==> src/rtl/if_prefetch_stage.sv <==
// Instruction-fetch prefetch stage: issues one word read at a time and queues {pc, instr} for decode.
// Optional misaligned-redirect fault: define IF_MISALIGN_CHECK_EN.
//
// state | meaning
// IDLE  | no request outstanding
// WAIT  | one request outstanding, waiting for imem_rvalid
// DROP  | request outstanding but made stale by a redirect; its response is discarded
module if_prefetch_stage #(
    parameter logic [63:0] RESET_PC    = 64'd0,
    parameter int          QUEUE_DEPTH = 4
) (
    input  logic        clk,
    input  logic        reset,
    output logic        imem_req,
    output logic [63:0] imem_addr,
    input  logic        imem_rvalid,
    input  logic [31:0] imem_rdata,
    input  logic        redirect_valid,
    input  logic [63:0] redirect_pc,
    output logic        id_valid,
    input  logic        id_ready,
    output logic [31:0] id_instruction,
    output logic [63:0] id_pc
`ifdef IF_MISALIGN_CHECK_EN
    ,
    output logic        fetch_fault
`endif
);

    localparam int PW = $clog2(QUEUE_DEPTH);
    localparam int CW = PW + 1;

    typedef enum logic [1:0] {IDLE, WAIT, DROP} state_t;

    state_t        state;
    logic [63:0]   next_pc;
    logic [63:0]   req_pc;
    logic [31:0]   q_instr [QUEUE_DEPTH];
    logic [63:0]   q_pc    [QUEUE_DEPTH];
    logic [PW-1:0] wr_ptr;
    logic [PW-1:0] rd_ptr;
    logic [CW-1:0] count;

    logic          push;
    logic          pop;
    logic          issue;
    logic          has_space;
    logic          fault;
    logic [63:0]   redirect_target;

`ifdef IF_MISALIGN_CHECK_EN
    logic fault_q;
    assign fault           = fault_q;
    assign fetch_fault     = fault_q;
    assign redirect_target = redirect_pc;
`else
    assign fault           = 1'b0;
    assign redirect_target = redirect_pc & ~64'h3;
`endif

    // Space check deliberately ignores a same-cycle pop.
    assign push      = (state == WAIT) && imem_rvalid && !redirect_valid;
    assign pop       = id_valid && id_ready && !redirect_valid;
    assign has_space = (count + CW'(push)) < CW'(QUEUE_DEPTH);
    assign issue     = !reset && !redirect_valid && !fault && has_space &&
                       ((state == IDLE) || ((state == WAIT) && imem_rvalid));

    assign imem_req       = issue;
    assign imem_addr      = next_pc;
    assign id_valid       = (count != '0);
    assign id_instruction = q_instr[rd_ptr];
    assign id_pc          = q_pc[rd_ptr];

    always_ff @(posedge clk or posedge reset) begin
        if (reset) begin
            state   <= IDLE;
            next_pc <= RESET_PC;
            req_pc  <= '0;
            wr_ptr  <= '0;
            rd_ptr  <= '0;
            count   <= '0;
            for (int i = 0; i < QUEUE_DEPTH; i++) begin
                q_instr[i] <= '0;
                q_pc[i]    <= '0;
            end
`ifdef IF_MISALIGN_CHECK_EN
            fault_q <= 1'b0;
`endif
        end else if (redirect_valid) begin
            wr_ptr  <= '0;
            rd_ptr  <= '0;
            count   <= '0;
            next_pc <= redirect_target;
`ifdef IF_MISALIGN_CHECK_EN
            fault_q <= |redirect_pc[1:0];
`endif
            if (state == WAIT) begin
                state <= imem_rvalid ? IDLE : DROP;
            end
        end else begin
            if (issue) begin
                req_pc  <= next_pc;
                next_pc <= next_pc + 64'd4;
            end
            if (push) begin
                q_instr[wr_ptr] <= imem_rdata;
                q_pc[wr_ptr]    <= req_pc;
                wr_ptr          <= wr_ptr + PW'(1);
            end
            if (pop) begin
                rd_ptr <= rd_ptr + PW'(1);
            end
            count <= count + CW'(push) - CW'(pop);
            case (state)
                IDLE: if (issue) state <= WAIT;
                WAIT: if (imem_rvalid) state <= issue ? WAIT : IDLE;
                DROP: if (imem_rvalid) state <= IDLE;
                default: state <= IDLE;
            endcase
        end
    end

endmodule

==> config.mk <==
export PLATFORM = sky130hd
export DESIGN_NAME = if_prefetch_stage
export DESIGN_NICKNAME = d
export VERILOG_FILES = /design/src/rtl/if_prefetch_stage.sv
export SDC_FILE = /design/constraint.sdc
export NUM_CORES = 1
export LEC_CHECK = 0
export CAP_MARGIN = 20
export CORE_UTILIZATION = 60
export DETAILED_ROUTE_END_ITERATION = 10
export GPL_TIMING_DRIVEN = 0
export MAX_ROUTING_LAYER = met4
export PLACE_DENSITY = 0.85
export SLEW_MARGIN = 40
export SYNTH_ARGS = -nofsm -noshare
export SYNTH_HDL_FRONTEND = slang
export SYNTH_SLANG_ARGS = --single-unit
export TNS_END_PERCENT = 5
==> constraint.sdc <==
create_clock -name clk -period 35.2 [get_ports clk]
set_input_delay 7.04 -clock clk [delete_from_list [all_inputs] [get_ports clk]]
set_output_delay 7.04 -clock clk [all_outputs]
set_load 0.1 [all_outputs]
==> metrics.txt, run 1 <==
largest area contributor in the netlist dfrtp_1; DP Area approximately 25000 um^2; Worst slew margin between 40% and 50%; # rows 71; chip height roughly 200 um; Post-CTS Setup Inserts 0; CTS tree built; clock-pin slew on the worst setup and hold paths ~0.06 ns; status finished, final reports clean; Final Util between 70% and 80%; hold path cells 1; routed vias between 10000 and 15000; count of input and output buffers 255; # placed instances approximately 2300; share of the synthesized area in the top cell type 55.8%; Hold Path End q_pc[139]; Final Hold Viols 0; Routed WL 57.5 mm; Mapped Avg Cell Area between 10 and 15 um^2; Clock Tree Buf Depth 3; R2R Path End req_pc[23]; register area share after synthesis a little under three fifths; CP max FO 10; HP Class register to register; post-CTS sizing 0; CTS sink count 509; Layout Nets roughly 2000; Synth Warn # 0; layout cells sized above 1 between 40% and 50%; PnR Total Power 0.00224 W; Synth cell types ~60; R2R setup slack roughly 32 ns; Total GRT Usage about a third; synth top area cells dfrtp_1 56%, mux2_2 22%, mux4_2 9.3%, nand2_1 1.1%, nand4_1 0.90%; Residual DRC 0; flops & latches, synth between 500 and 600; Non-Filler Instances approximately 2400; fmax approximately 57 MHz; first-pass GRT wire length 89.7 mm; layout overhead on the synthesized area 19.2%; total grt overflow 0; unrepaired setup endpoints after global routing false; worst slew pin tran between 0.7 and 0.8 ns; Max Cap Viol 0; setup TNS 0 ns; Tmin final around 17 ns; ys async rst share 100%; Worst R2R Start state[1]; H-tree levels 2; hold-fix buffers at CTS 0; Req. time, crit path around 28 ns; fin crit share between 40% and 50%; RePlAce Congestion between 0.9 and 1; first drt pass iteration count 5; number of global-route vias before repair 15500; initial DRC count approximately 1000; area of the die 38900 um^2; Hold Startpoint q_pc[139]; Setup Skew ~0.017 ns; Starting Density roughly 60%; Avg WL per Cell around 24 um; FF-to-FF path depth 9; core area 37600 um^2; crit path kind input port to primary output; Via density around 6.1; CP arrival between 10 and 15 ns; Lkg Pwr roughly 13 nW; Most used DFF post-synth dfrtp_1; CP endpoint kind primary output; fillcell total around 2500; boundary pin count between 200 and 300; crit start category input port; dpl hpwl between 30 and 40 mm; max-slew violation count 0; largest net degree at the start of global routing 74; Root Buffer clkbuf_16; initial antenna violation count 4; die width approximately 200 um; Clock Latency Late Sink 0.59 ns; final setup fails 0; VDD IR-drop max around 0.066 mV; number of CTS-inserted buffers 50; post-route cell area between 20000 and 30000 um^2; Post-synth EDFFs 0; Mapped Area ~23000 um^2; PD cells slightly above 80 nW/um^2; Post-Syn Instances 1549; Final ANT Viol Nets 0
cells in the mapped netlist, types with 2 or more instances:
master	instances
a21oi_1	2
dfrtp_1	509
nand3_1	30
nor4_4	3
o211ai_1	9
nand2_1	64
o31ai_1	13
nor4_1	7
nand3_2	3
and4_1	6
buf_4	4
mux2_2	438
xor2_1	21
nor2b_1	2
buf_6	4
mux2i_1	2
a31oi_1	22
nand4b_1	2
ha_1	9
nand4_4	3
o31a_1	3
or3_1	10
a311o_1	2
nor3_1	12
or4_1	17
clkbuf_8	2
and3_1	8
and2_1	4
xnor2_1	7
a211o_1	2
nor2_1	39
nand4_1	33
nand2b_1	3
o21ai_0	34
o311ai_0	4
mux4_2	94
clkbuf_1	42
buf_2	37
buf_1	8
inv_1	14
routing by layer:
| metal | part of all wire (%) | wire [um] | vias to the layer above | GRT usage, % |
|---|---|---|---|---|
| li1 | - | - | 6424 | - |
| met1 | 42 | 24300 | 7816 | 42.6 |
| met2 | 48 | 27700 | 516 | 48.0 |
| met3 | 6.1 | 3520 | 131 | 4.92 |
| met4 | 3.6 | 2050 | 0 | 12.5 |
| met5 | 0 | 0 | - | - |
cell usage in the layout, fill, tap and decap left out, types with 5 or more instances in the layout:
cell type,count
a31oi_1,22
and3_1,8
and4_1,6
buf_16,7
buf_2,200
bufinv_16,5
clkbuf_1,46
clkbuf_16,53
clkbuf_2,8
clkbuf_8,12
clkdlybuf4s50_1,97
clkinv_2,10
dfrtp_1,509
diode_2,5
ha_1,9
inv_1,13
mux2_2,438
mux4_2,94
nand2_1,64
nand3_1,30
nand4_1,33
nor2_1,39
nor3_1,12
nor4_1,6
o211ai_1,9
o21ai_0,34
o31ai_1,13
or3_1,10
or4_1,17
xnor2_1,7
xor2_1,21
critical path, stage by stage:
cell,delay (ns)
clkdlybuf4s50_1,0.54
nand3b_1,0.18
nor2_1,0.34
ha_1,0.25
ha_1,0.17
xor2_1,0.20
nor4_1,0.55
clkbuf_1,0.59
buf_2,0.55
area by class of cell:
type / count / area (um^2) / area share, %
Sequential cell: 509 / 12700 / 46.8
Multi-Input combinational cell: 931 / 9590 / 35.2
Buffer: 98 / 500 / 1.84
Inverter: 14 / 60.1 / 0.221
Clock inverter: 18 / 224 / 0.822
Timing Repair Buffer: 262 / 1950 / 7.18
Antenna cell: 5 / 12.5 / 0.0459
Tap cell: 511 / 639 / 2.35
Clock buffer: 75 / 1510 / 5.54
worst max path at each step:
stage,endpoint,startpoint
finish,imem_req,imem_rvalid
global route,imem_req,imem_rvalid
CTS,imem_req,imem_rvalid
detailed placement,imem_req,imem_rvalid
global placement,q_instr[106],reset
floorplan,count[0],reset
kinds of logic (layout without fill, tap and decap cells):
kind of cell,after synthesis,after routing,synth area share (%)
compound gates,95,95,2.70
flops,509,509,55.8
fa+ha+maj,9,9,0.493
xor+xnor,28,28,1.07
other cells,1,9,0.0164
simple gates,261,261,6.65
buf+inv,112,467,2.35
mux,534,534,31.0
per-stage QoR:
step | setup slack (ns) | hold slack, ns
floorplan | 13.95 | 0.474
global placement | 8.97 | 0.481
detailed placement | 17.77 | 0.487
CTS | 17.74 | 0.500
global route | 17.48 | 0.512
finish | 17.74 | 0.500
report_power, final:
| group | leakage, nW | internal, W | switching (W) |
|---|---|---|---|
| Combinational | 5.07 | 0.000228 | 0.000649 |
| Clock | 0.853 | 0.000333 | 0.000227 |
| Sequential | 6.64 | 0.000708 | 0.0000989 |
| Total | 12.6 | 0.00127 | 0.000975 |
registers in the layout, indices dropped and copies added (netlist names):
signal and count:
q_pc 248, q_instr 128, count 3, req_pc 62
imem_addr 62, wr_ptr 2, state 2, rd_ptr 2
Note: power is estimated with default switching activity, not from simulation.
==> inputs of run 2 (changes only) <==
- CORE_UTILIZATION: 60 -> 56
- PLACE_DENSITY: 0.85 -> 0.8
- clock period: 35.2 -> 17.87 ns (I/O delays scaled with it)
==> metrics.txt, run 2 (synthesis results as in run 1) <==
CP arrival a little under 7 ns; Final WS setup about 7.4 ns; commonest non-fill, non-tap cell in the layout dfrtp_1; area of the die a little over 40000 um^2; CP endpoint kind primary output; top flop regs q_pc (248), q_instr (128); Req. time, crit path around 14 ns; layout overhead on the synthesized area 19.7%; Final Hold Viols 0; PD cells 164 nW/um^2; count of input and output buffers roughly 260; Layout Nets just under 2000; unrepaired setup endpoints after global routing false; clock-pin slew on the worst setup and hold paths approximately 0.050 ns; # rows 73; PnR Total Power around 0.0045 W; Clock Latency Late Sink between 0.5 and 0.6 ns; Seq pwr share 35.5%; Net Sw Frac a little over two fifths; most frequent cells in the layout 509 x dfrtp_1, 438 x mux2_2, 200 x buf_2, 97 x clkdlybuf4s50_1, 94 x mux4_2; post-CTS sizing 0; number of global-route vias before repair 15200; HP Class register to register; total grt overflow 0; VDD IR-drop max 0.133 mV; CTS sink count a little over 500; fin crit share approximately three fifths; hold slack about 0.5 ns; Combinational Power Share ~39%; first-pass GRT wire length about 89 mm; Tmin final 10.45 ns; worst slew pin tran around 0.87 ns; crit path launch imem_rvalid; core area approximately 40000 um^2; boundary pin count around 260; crit start category input port; initial antenna violation count 5; chip height about 200 um; Psw 0.00192 W; crit path kind input port to primary output; clock group share of total power 25.9%; Via density a little over 6; Total GRT Usage approximately 30%; RePlAce Congestion between 0.8 and 0.9; Clock Tree Buf Depth 3; Root Buffer clkbuf_16; Routed WL 57.4 mm; Final ANT Viol Nets 0; layout cells sized above 1 around 45%; Worst slew margin 41.7%; Internal ~0.0025 W; dpl hpwl between 40 and 50 mm; final setup fails 0; hold-fix buffers at CTS 0; worst slack at placement approximately 7.4 ns; number of CTS-inserted buffers 53; Lkg Pwr ~13 nW; Post-CTS Setup Inserts 0; CP max FO 10; routed vias between 10000 and 15000; Residual DRC 0; fmax 95.7 MHz; max-slew violation count 0; Starting Density 57.1%; Biggest register q_pc; Setup Skew about 0.02 ns; Max Cap Viol 0; Hold Startpoint q_pc[139]; first drt pass iteration count 5; post-route cell area 27300 um^2; die width approximately 200 um; status finished, final reports clean; number of flip-flops in the largest register 248; Worst R2R Start state[1]; largest net degree at the start of global routing 84; H-tree levels 2; DP Area around 25000 um^2; Final Util between 60% and 70%; CTS tree built; initial DRC count roughly 950; Avg WL per Cell around 24 um
## run 2: cell types whose count changed in the layout (fill, tap and decap cells not counted), sizes merged
cell	before	now
clkbuf	119	117
clkinv	11	12
clkinvlp	2	0
diode	5	6
bufinv	5	8
## run 2: power groups by stage
| stage | Sequential (W) | Clock (W) | Combinational, W |
|---|---|---|---|
| finish | 0.00159 | 0.00116 | 0.00173 |
| global route | 0.00162 | 0.00122 | 0.00179 |
| CTS | 0.00158 | 0.00117 | 0.00174 |
| detailed placement | 0.00160 | 0 | 0.00173 |
| global placement | 0.00158 | 0 | 0.00183 |
| floorplan | 0.00163 | 0 | 0.00138 |
## run 2: critical path, cell delays in order
cell and delay (ns):
clkdlybuf4s50_1 0.54, nand3b_1 0.17, nor2_1 0.31, ha_1 0.22
ha_1 0.15, xor2_1 0.20, nor4_1 0.53, clkbuf_1 0.63
buf_2 0.55
## run 2: layer usage
layer  wire length [um]  GRT usage [%]  up-vias
met1              24900           40.4     7745
met3               3510           4.86      104
met4               1800           10.1        0
met5                  0              -        -
met2              27200           44.1      480
li1                   -              -     6441
## run 2: area by class of cell
class	instances	area, um^2
inverters	14	60.1
well taps	525	657
flip-flops and latches	509	12700
clock buffers	73	1520
repair buffers	262	1950
clock inverters	20	304
plain buffers	98	500
multi-input cells	931	9590
diodes	6	15.0
fillers	2835	12700
## run 2: worst paths after layout
kind	endpoint	depth (start not counted)	slack, ns
min reg2reg	q_pc[139]	1	0.50
max	imem_req	9	7.42
max in group asynchronous	q_instr[53]	5	13.03
min in group asynchronous	imem_addr[22]	2	3.43
max reg2reg	req_pc[11]	9	14.46
min	q_pc[139]	1	0.50
## run 2: through the flow
step | instances | TNS (ns)
after floorplan | 1552 | 0
after global placement | 2332 | -2540.06
after detailed placement | 2339 | 0
after CTS | 2432 | 0
after global routing | 2437 | 0
final | 2438 | 0
